===== src/rtl/bbox_traverser_if.sv =====
// ---------------------------------------------------------------------------
// bbox_traverser_if
//   Groups the bounding-box input handshake, the pixel output handshake and
//   the flush/status lines of bbox_traverser into one bundle.
//   master : the surrounding environment (box producer, pixel consumer)
//   slave  : the traverser itself
// Signals
//   bb_valid/bb_ready       box handshake, box on top/bottom/left/right
//   top/bottom/left/right   half-open box: x in [left,right), y in [top,bottom)
//   flush                   abort the current box
//   pix_valid/pix_ready     pixel handshake, pixel on pix_x/pix_y/pix_last
//   busy, done              status: not idle / one-cycle end-of-box pulse
// ---------------------------------------------------------------------------
interface bbox_traverser_if #(
    parameter int WIDTH = 32
);
    logic             bb_valid;
    logic             bb_ready;
    logic [WIDTH-1:0] top;
    logic [WIDTH-1:0] bottom;
    logic [WIDTH-1:0] left;
    logic [WIDTH-1:0] right;
    logic             flush;
    logic             pix_valid;
    logic             pix_ready;
    logic [WIDTH-1:0] pix_x;
    logic [WIDTH-1:0] pix_y;
    logic             pix_last;
    logic             busy;
    logic             done;

    modport master (
        output bb_valid, top, bottom, left, right, flush, pix_ready,
        input  bb_ready, pix_valid, pix_x, pix_y, pix_last, busy, done
    );

    modport slave (
        input  bb_valid, top, bottom, left, right, flush, pix_ready,
        output bb_ready, pix_valid, pix_x, pix_y, pix_last, busy, done
    );
endinterface


===== src/rtl/bbox_traverser.sv =====
// ---------------------------------------------------------------------------
// bbox_traverser
//   Walks every pixel of one triangle's bounding box and hands the
//   coordinates, one per accepted transfer, to the edge-function tester.
//   The box is half-open: x in [left,right), y in [top,bottom). Each box
//   ends with a one-cycle done pulse (also for an empty box); flush aborts
//   the box without a done pulse.
// Ports
//   clk   : clock, all state changes on the rising edge
//   rst   : synchronous active-high reset, beats everything incl. flush
//   bus   : bbox_traverser_if.slave (box in, pixels out, flush, busy, done)
// Build option
//   TRAVERSER_SERPENTINE_EN : when defined, rows alternate direction
//   (boustrophedon). When undefined the scan is plain raster order and the
//   direction logic does not exist.
// ---------------------------------------------------------------------------
module bbox_traverser #(
    parameter int WIDTH = 32
) (
    input  logic              clk,
    input  logic              rst,
    bbox_traverser_if.slave   bus
);

    localparam logic [WIDTH-1:0] ONE = {{(WIDTH-1){1'b0}}, 1'b1};

    typedef enum logic [1:0] {
        IDLE = 2'd0,
        SCAN = 2'd1,
        DONE = 2'd2
    } state_t;

    state_t           state_q, state_d;
    logic [WIDTH-1:0] x_q, x_d;
    logic [WIDTH-1:0] y_q, y_d;
    // Inclusive limits are stored (right-1, bottom-1) so no counter ever has
    // to reach right/bottom, which keeps boxes touching 2^WIDTH-1 from wrapping.
    logic [WIDTH-1:0] left_q, left_d;
    logic [WIDTH-1:0] last_col_q, last_col_d;
    logic [WIDTH-1:0] last_row_q, last_row_d;
    logic             pix_valid_q, pix_valid_d;
    logic             pix_last_q, pix_last_d;
    logic             done_q, done_d;
    logic             busy_q, busy_d;
`ifdef TRAVERSER_SERPENTINE_EN
    // 0: current row runs left->right-1, 1: right-1->left
    logic             dir_q, dir_d;
`endif

    logic             bb_ready_s;
    logic             accept_s;
    logic             box_empty_s;
    logic             hs_s;

    // Handshake decode; flush blocks acceptance in the same cycle.
    always_comb begin
        bb_ready_s  = (state_q == IDLE) && !bus.flush;
        accept_s    = bus.bb_valid && bb_ready_s;
        box_empty_s = (bus.left >= bus.right) || (bus.top >= bus.bottom);
        hs_s        = pix_valid_q && bus.pix_ready;
    end

    // Next-state and next-output logic for the IDLE/SCAN/DONE sequencer.
    always_comb begin
        state_d     = state_q;
        x_d         = x_q;
        y_d         = y_q;
        left_d      = left_q;
        last_col_d  = last_col_q;
        last_row_d  = last_row_q;
        pix_valid_d = pix_valid_q;
        pix_last_d  = pix_last_q;
        done_d      = 1'b0;
`ifdef TRAVERSER_SERPENTINE_EN
        dir_d       = dir_q;
`endif

        if (bus.flush) begin
            // A pixel handshaking alongside flush counts as consumed; the
            // box is simply dropped with no done pulse.
            if (state_q != IDLE) begin
                state_d     = IDLE;
                pix_valid_d = 1'b0;
                pix_last_d  = 1'b0;
            end else begin
                state_d     = IDLE;
            end
        end else begin
            case (state_q)
                IDLE: begin
                    if (accept_s) begin
                        left_d     = bus.left;
                        last_col_d = bus.right - ONE;
                        last_row_d = bus.bottom - ONE;
`ifdef TRAVERSER_SERPENTINE_EN
                        dir_d      = 1'b0;
`endif
                        if (box_empty_s) begin
                            state_d = DONE;
                            done_d  = 1'b1;
                        end else begin
                            state_d     = SCAN;
                            pix_valid_d = 1'b1;
                            x_d         = bus.left;
                            y_d         = bus.top;
                            pix_last_d  = (bus.left == (bus.right - ONE)) &&
                                          (bus.top == (bus.bottom - ONE));
                        end
                    end else begin
                        state_d = IDLE;
                    end
                end

                SCAN: begin
                    if (hs_s) begin
                        if (pix_last_q) begin
                            state_d     = DONE;
                            pix_valid_d = 1'b0;
                            pix_last_d  = 1'b0;
                            done_d      = 1'b1;
                        end else begin
`ifdef TRAVERSER_SERPENTINE_EN
                            // Row change happens at the row's end column;
                            // x stays put and the direction flips.
                            if (!dir_q) begin
                                if (x_q == last_col_q) begin
                                    y_d   = y_q + ONE;
                                    dir_d = 1'b1;
                                end else begin
                                    x_d   = x_q + ONE;
                                end
                            end else begin
                                if (x_q == left_q) begin
                                    y_d   = y_q + ONE;
                                    dir_d = 1'b0;
                                end else begin
                                    x_d   = x_q - ONE;
                                end
                            end
                            pix_last_d = (y_d == last_row_q) &&
                                         (x_d == (dir_d ? left_q : last_col_q));
`else
                            if (x_q == last_col_q) begin
                                x_d = left_q;
                                y_d = y_q + ONE;
                            end else begin
                                x_d = x_q + ONE;
                            end
                            pix_last_d = (x_d == last_col_q) && (y_d == last_row_q);
`endif
                        end
                    end else begin
                        state_d = SCAN;
                    end
                end

                DONE: begin
                    state_d = IDLE;
                end

                default: begin
                    state_d     = IDLE;
                    pix_valid_d = 1'b0;
                    pix_last_d  = 1'b0;
                end
            endcase
        end

        busy_d = (state_d != IDLE);
    end

    // State and output registers with synchronous reset.
    always_ff @(posedge clk) begin
        if (rst) begin
            state_q     <= IDLE;
            x_q         <= '0;
            y_q         <= '0;
            left_q      <= '0;
            last_col_q  <= '0;
            last_row_q  <= '0;
            pix_valid_q <= 1'b0;
            pix_last_q  <= 1'b0;
            done_q      <= 1'b0;
            busy_q      <= 1'b0;
`ifdef TRAVERSER_SERPENTINE_EN
            dir_q       <= 1'b0;
`endif
        end else begin
            state_q     <= state_d;
            x_q         <= x_d;
            y_q         <= y_d;
            left_q      <= left_d;
            last_col_q  <= last_col_d;
            last_row_q  <= last_row_d;
            pix_valid_q <= pix_valid_d;
            pix_last_q  <= pix_last_d;
            done_q      <= done_d;
            busy_q      <= busy_d;
`ifdef TRAVERSER_SERPENTINE_EN
            dir_q       <= dir_d;
`endif
        end
    end

    assign bus.bb_ready  = bb_ready_s;
    assign bus.pix_valid = pix_valid_q;
    assign bus.pix_x     = x_q;
    assign bus.pix_y     = y_q;
    assign bus.pix_last  = pix_last_q;
    assign bus.done      = done_q;
    assign bus.busy      = busy_q;

endmodule


===== src/flat_wrapper.sv =====
// flat-port wrapper written by rule: the top's interface ports become plain ports
module bbox_traverser_flat 
#(
    parameter int WIDTH = 32
)
  (clk, rst, bus_bb_valid, bus_top, bus_bottom, bus_left, bus_right, bus_flush, bus_pix_ready, bus_bb_ready, bus_pix_valid, bus_pix_x, bus_pix_y, bus_pix_last, bus_busy, bus_done);
  bbox_traverser_if #(.WIDTH(WIDTH)) bus_i ();
  input  logic clk;
  input  logic rst;
  input wire logic [$bits(bus_i.bb_valid)-1:0] bus_bb_valid;
  input wire logic [$bits(bus_i.top)-1:0] bus_top;
  input wire logic [$bits(bus_i.bottom)-1:0] bus_bottom;
  input wire logic [$bits(bus_i.left)-1:0] bus_left;
  input wire logic [$bits(bus_i.right)-1:0] bus_right;
  input wire logic [$bits(bus_i.flush)-1:0] bus_flush;
  input wire logic [$bits(bus_i.pix_ready)-1:0] bus_pix_ready;
  output wire logic [$bits(bus_i.bb_ready)-1:0] bus_bb_ready;
  output wire logic [$bits(bus_i.pix_valid)-1:0] bus_pix_valid;
  output wire logic [$bits(bus_i.pix_x)-1:0] bus_pix_x;
  output wire logic [$bits(bus_i.pix_y)-1:0] bus_pix_y;
  output wire logic [$bits(bus_i.pix_last)-1:0] bus_pix_last;
  output wire logic [$bits(bus_i.busy)-1:0] bus_busy;
  output wire logic [$bits(bus_i.done)-1:0] bus_done;
  assign bus_i.bb_valid = bus_bb_valid;
  assign bus_i.top = bus_top;
  assign bus_i.bottom = bus_bottom;
  assign bus_i.left = bus_left;
  assign bus_i.right = bus_right;
  assign bus_i.flush = bus_flush;
  assign bus_i.pix_ready = bus_pix_ready;
  assign bus_bb_ready = bus_i.bb_ready;
  assign bus_pix_valid = bus_i.pix_valid;
  assign bus_pix_x = bus_i.pix_x;
  assign bus_pix_y = bus_i.pix_y;
  assign bus_pix_last = bus_i.pix_last;
  assign bus_busy = bus_i.busy;
  assign bus_done = bus_i.done;
  bbox_traverser #(.WIDTH(WIDTH)) u_core (.clk(clk), .rst(rst), .bus(bus_i));
endmodule

===== config.mk =====
export PLATFORM = sky130hd
export DESIGN_NAME = bbox_traverser_flat
export DESIGN_NICKNAME = d
export VERILOG_FILES = /design/src/rtl/bbox_traverser_if.sv /design/src/rtl/bbox_traverser.sv /design/src/flat_wrapper.sv
export SDC_FILE = /design/constraint.sdc
export NUM_CORES = 1
export LEC_CHECK = 0
export BUFFER_PORTS_ARGS = -buffer_cell sky130_fd_sc_hd__buf_4
export CELL_PAD_IN_SITES_DETAIL_PLACEMENT = 0
export CELL_PAD_IN_SITES_GLOBAL_PLACEMENT = 1
export CORE_UTILIZATION = 40
export DETAILED_ROUTE_END_ITERATION = 7
export PLACE_DENSITY_LB_ADDON = 0.1
export SKIP_LAST_GASP = 1
export SLEW_MARGIN = 15
export SYNTH_ARGS = -nofsm -noshare
export SYNTH_HDL_FRONTEND = slang
export SYNTH_SLANG_ARGS = --single-unit

===== constraint.sdc =====
create_clock -name clk -period 5 [get_ports clk]
set_clock_uncertainty 0.2 [all_clocks]
set_input_delay 0.25 -clock clk [delete_from_list [all_inputs] [get_ports clk]]
set_output_delay 0.25 -clock clk [all_outputs]
set_load 0.03 [all_outputs]

Word level (Yosys, flattened, before mapping)
Cells that the tools add are included.
{ "classes": {"reduce_logical": 16, "bitwise_logic": 1, "n_lt_le_gt_ge": 2, "n_eq_ne": 17, "n_addsub": 4, "n_mux": 44} }
{ "ops": {"columns": ["operator", "n"], "rows": [
  ["two-way mux 32 bit", 18],
  ["== test 32 bit", 5],
  ["case mux 32 bit (2 select lines)", 2],
  ["adder 32 x 1 -> 32 bit, second input constant", 2],
  [">= comparator 32 bit", 2],
  ["subtractor 32 x 1 -> 32 bit, second input constant", 2],
  ["two-way mux 1 bit", 15],
  ["AND reduction 6 bit", 2],
  ["two-way mux 2 bit", 5],
  ["!= test 3 x 2 -> 1 bit, second input constant", 3],
  ["!= test 2 x 1 -> 1 bit, second input constant", 3],
  ["!= test 2 bit, second input constant", 3],
  ["case mux 1 bit (3 select lines)", 2],
  ["nonzero test 2 bit", 3],
  ["logical AND 1 bit", 5],
  ["AND reduction 5 bit", 1],
  ["case mux 2 bit (2 select lines)", 1],
  ["!= test 3 bit, second input constant", 1],
  ["AND reduction 3 bit", 1],
  ["== test 2 x 1 -> 1 bit, second input constant", 1],
  ["== test 2 bit, second input constant", 1],
  ["logical NOT 2 bit", 1],
  ["case mux 1 bit (2 select lines)", 1],
  ["OR reduction 2 bit", 1],
  ["3 further kinds", 3]
]} }
{ "word_totals": {"out_inout_bits": 69, "inputBits": 133, "reg_bits": 166} }

Longest topological paths before layout
{ "depth": {"depth_word": 12, "depth_mapped": 14, "depth_no_buf": 12} }

Worst setup path before layout
OpenSTA, ideal clock, no wires.
{ "synth_path": {"path_type": "input -> register", "from": "in bus_right[7]", "to": "reg u_core.pix_last_q (netlist: u_core.bus.pix_last)", "arrival_time_ns": 3.292, "path_buffers": 2, "setup_ns": 0.101, "stages": 12, "path_slack_ns": 1.407, "path_cell_list": "buf_6 or4_4 buf_6 or3_4 nor4_4 xnor3_1 a221o_1 or3_1 or4_1 nor4_1 o21bai_1 o41ai_1"} }
{ "synth_between": {"elab_chain_len": 7, "word_cells_on_any_way": 11, "classes_between": "add/sub: 1; order compare: 1; eq/ne: 2; mux: 4; reduce/logical: 3"} }
{ "synth_rtl": {"columns": ["item", "line", "rtl"], "rows": [
  ["from (decl)", "flat_wrapper.sv:14", "input wire logic [$bits(bus_i.right)-1:0] bus_right;"],
  ["subtractor 32 x 1 -> 32 bit", "bbox_traverser.sv:106", "pix_last_d = (bus.left == (bus.right - ONE)) &&"],
  ["== test 32 bit", "bbox_traverser.sv:106", null],
  ["logical AND 1 bit", "bbox_traverser.sv:106", null],
  ["two-way mux 1 bit", "bbox_traverser.sv:98", "if (box_empty_s) begin"],
  ["two-way mux 1 bit", "bbox_traverser.sv:91", "if (accept_s) begin"],
  ["case mux 1 bit (3 select lines)", "bbox_traverser.sv:89", "case (state_q)"],
  ["two-way mux 1 bit", "bbox_traverser.sv:78", "if (bus.flush) begin"],
  ["to (signal assigned)", "bbox_traverser.sv:196", "pix_last_q <= pix_last_d;"],
  ["to (decl)", "bbox_traverser.sv:42", "logic pix_last_q, pix_last_d;"]
]} }
Several ways; a longest one is shown, not always the timed one. The select of a mux whose other input is x is not followed.
A chain may end at the register's enable or synchronous reset.

Worst setup path in the final report
{ "layout_path": {"from": "in bus_left[29]", "to": "reg u_core.x_q[0] (netlist: u_core.bus.pix_x[0])"} }
{ "layout_between": {"elab_chain_len": 4} }
{ "layout_rtl": {"columns": ["item", "line", "rtl"], "rows": [
  ["from (decl)", "flat_wrapper.sv:13", "input wire logic [$bits(bus_i.left)-1:0] bus_left;"],
  [">= comparator 32 bit", "bbox_traverser.sv:59", "box_empty_s = (bus.left >= bus.right) || (bus.top >= bus.bottom);"],
  ["logical OR 1 bit", "bbox_traverser.sv:59", null],
  ["!= test 2 bit (no source line)", null, null],
  ["AND reduction 6 bit (no source line)", null, null],
  ["to (signal assigned)", "bbox_traverser.sv:176", "x_q <= '0;"],
  ["to (signal assigned)", "bbox_traverser.sv:190", "x_q <= x_d;"],
  ["to (decl)", "bbox_traverser.sv:34", "logic [WIDTH-1:0] x_q, x_d;"]
]} }
Every way passes these cells.

==> metrics.md <==
| Metric | Value |
|---|---|
| Syn Inst Count | ~1900 |
| Worst hold start | bus_right[25] |
| Synth Cell Area | 14100 sq um |
| Reg-to-Reg Start | u_core.bus.pix_x[0]$_SDFFE_PP0P_ |
| Die footprint | 36000 sq um |
| Ys flop type | dfxtp_1 |
| Worst-path cell chain | dlygate4sd3_1 -> buf_4 -> ha_1 -> a211oi_1 -> nor2_1 -> a2111oi_0 -> o21ai_0 -> a211oi_1 -> buf_4 -> nand3_1 -> buf_4 -> a211oi_4 -> buf_12 -> a21oi_1 -> a211oi_1 -> nor4_1 |
| Status | finished, final reports clean |
| Final setup TNS | 0 ns |
| Worst Tran Pin Value | just over 0.9 ns |
| Leading area contributor after synthesis | dfxtp_1 |
| Final worst setup slack | roughly 0.58 ns |
| Proportion of layout cells with a drive suffix above 1 | 0.142 |
| Final setup viols | 0 |
| Postcts setup bufs | 0 |
| Crit. Startpoint | bus_left[29] |
| FF-to-FF path depth | 11 |
| Hold Crit Class | input pin to flip-flop |
| Port-buffer cells | 201 |
| CTS tree | built |
| Synth top cells by count | nor2_1, nand2_1, dfxtp_1 |
| Global Route Usage Sum | 0.360 |
| Worst hold stages | 3 |
| CTS resizes | 0 |
| Remaining DRCs | 0 |
| Max-capacitance violation count | 0 |
| FP Rows | between 60 and 70 |
| Top cell type's share of synthesized area | 0.236 |
| Detailed-route via count | between 15000 and 20000 |
| Maximum clock path buffer count | 2 |
| Largest net degree at the start of global routing | 159 |
| Die Ht | about 190 microns |
| CTS Buf Count | 17 |
| Crit Path Category | input pin to flip-flop |
| CORE AREA | 34600 sq um |
| Worst slew margin | 0.380 |
| Final worst-path cycle share | 0.885 |
| Yosys Warn Count | 0 |
| Clock-pin transition on the worst setup and hold timing paths | about 0.07 ns |
| VDD IR max | 0.000244 V |
| Kind of cell adding the most delay to the critical path | compound AO/OA/AOI/OAI gates |
| Routability cong. | 0.979 |
| Area Overhead vs Synth | 22.0% |
| Average cell area after synthesis | 7.35 sq um |
| Total global routing overflow | 0 |
| N_diodes | 0 |
| Vias per cell | 6.09 |
| Hold Path End | u_core.last_col_q[25]$_SDFFE_PP0P_ |
| Top Ports | slightly above 200 |
| TritonRoute pass-1 iters | 6 |
| First-pass GRT wire length | ~95000 microns |
| Vias in the first global route | between 10000 and 15000 |
| Slowest cell delay on critical path | 0.54 ns |
| RSZ-0062 raised after global routing | false |
| Worst setup EP type | flip-flop |
| Min Clock Period, post-route | around 4.4 ns |
| Power per cell area | around 230 nW/um^2 |
| Root Buffer | clkbuf_16 |
| Critical-path top delay cell | dlygate4sd3_1 |
| Slew Viols, Final | 0 |
| Yosys reg bits | around 170 |
| Clk sink count | about 170 |
| H-tree Lvls | 4 |
| Count of cell types in the netlist | between 70 and 80 |
| Routed Antenna Nets | 0 |
| Initial antenna violation count | 2 |
| R2r endpoint | u_core.bus.pix_last$_SDFFE_PP0P_ |
| Tot Pwr | 3.97 mW |
| Pleak | between 6 and 7 nW |
| Sequential fraction of the synthesis area | 0.236 |
| Most numerous cell in the Yosys netlist | nor2_1 |
| CP Buf/Inv Count | 5 |
| Routed wire length | 65400 microns |
| Final Hold Fails | 0 |
| CTS Hold Bufs | 46 |
| Final net count | roughly 2300 |
| Max Clk Rate | 0.226 GHz |
| Synth Net Count | roughly 2100 |
| DRT iter0 DRCs | 1841 |
| Wire per inst | around 25 microns |
| Async SR Flop Fraction | 0 |
| Placement Setup Slack | a little over 0.7 ns |
| Dpl hpwl | about 52000 microns |
| Starting Density | 0.407 |
| Crit path max fanout | 55 |
| Clk_lat worst skew | 0.45 ns |
| WP data arrival | roughly 4.5 ns |
| Area contributors post-synth | dfxtp_1, xnor2_1, a211oi_1 |
| Worst Path Required | ~5.1 ns |
| Post-synth EDFFs | 0 |
| Die width | between 150 and 200 microns |
| Startpoint types | input pin |
| R2R Setup Slk | roughly 0.65 ns |
[report_power, final]
part           total [mW]  internal, mW  leakage, nW  switching [mW]
Sequential           1.49          1.39         1.36          0.0998
Combinational        1.08         0.426         5.10           0.657
Clock                1.39         0.750        0.294           0.640
[per-layer routing]
layer  up-vias  wire length, microns  global-route usage
li1       7331                     -                   -
met1      7451                 29900               0.530
met2       774                 27700               0.535
met3       101                  5590              0.0469
met4         0                  2130               0.122
met5         -                     0                   0
[stage by stage]
step	instance area, sq um	util	hold WS, ns	instances
after floorplan	14100	-	0.144	1917
after global placement	16100	0.465	0.245	2492
after detailed placement	16100	0.465	0.249	2492
after CTS	17200	0.496	0.00216	2570
after global routing	17200	0.497	0.0164	2571
final	17200	0.497	0.00778	2571
[sequential cells by signal (all words and copies together) (netlist names)]
name / cells
u_core.bus.busy: 1
u_core.bus.done: 1
u_core.bus.pix_last: 1
u_core.bus.pix_valid: 1
u_core.bus.pix_x: 32
u_core.bus.pix_y: 32
u_core.last_col_q: 32
u_core.last_row_q: 32
u_core.left_q: 32
u_core.state_q: 2
[cell families after synthesis]
group	count (synthesis)	share of synthesized area
AOI/OAI and AO/OA	431	0.207
adders and majority gates	68	0.0604
and+or+nand+nor	790	0.275
xor gates and xnor gates	227	0.151
muxes	17	0.0123
DFF	166	0.236
buffers and inverters	218	0.0594
[area by class of cell]
cell class | count | area (sq um)
Timing Repair Buffer | 292 | 2390
Tap cell | 455 | 569
Fill cell | 3493 | 17400
Multi-Input combinational cell | 1533 | 9970
Clock inverter | 15 | 169
Sequential cell | 166 | 3320
Clock buffer | 17 | 425
Inverter | 93 | 349
[worst min-delay path, delay by kind of cell]
kind / cells / cell delay, ns
simple gates: 1 / 0.06
compound gates: 1 / 0.16
buf+inv: 1 / 0.15
[how the worst max path moves through the flow]
| stage | end | slack (ns) | cells after the start |
|---|---|---|---|
| after global routing | u_core.bus.pix_last$_SDFFE_PP0P_ | 0.27 | 11 |
| final | u_core.bus.pix_x[0]$_SDFFE_PP0P_ | 0.58 | 16 |
| after global placement | u_core.bus.pix_last$_SDFFE_PP0P_ | 0.72 | 13 |
| after floorplan | u_core.bus.pix_last$_SDFFE_PP0P_ | 1.41 | 12 |
| after detailed placement | u_core.bus.pix_last$_SDFFE_PP0P_ | 0.70 | 13 |
| after CTS | u_core.bus.pix_last$_SDFFE_PP0P_ | 0.60 | 14 |
[placed cells by master (no fill, tap or decap), types with 54 or more instances in the layout]
cell type  netlist  final
inv_1           93     93
nand2_1        188    187
ha_1            68     68
xor2_1          89     89
nor3_1          95     95
a21oi_1        103    103
nor2_1         239    238
dfxtp_1        166    166
nor4_1          54     54
xnor2_1        128    128
buf_4            0    239
o21ai_0         61     61
a211oi_1       124    123
(Power assumes the default switching activity.)
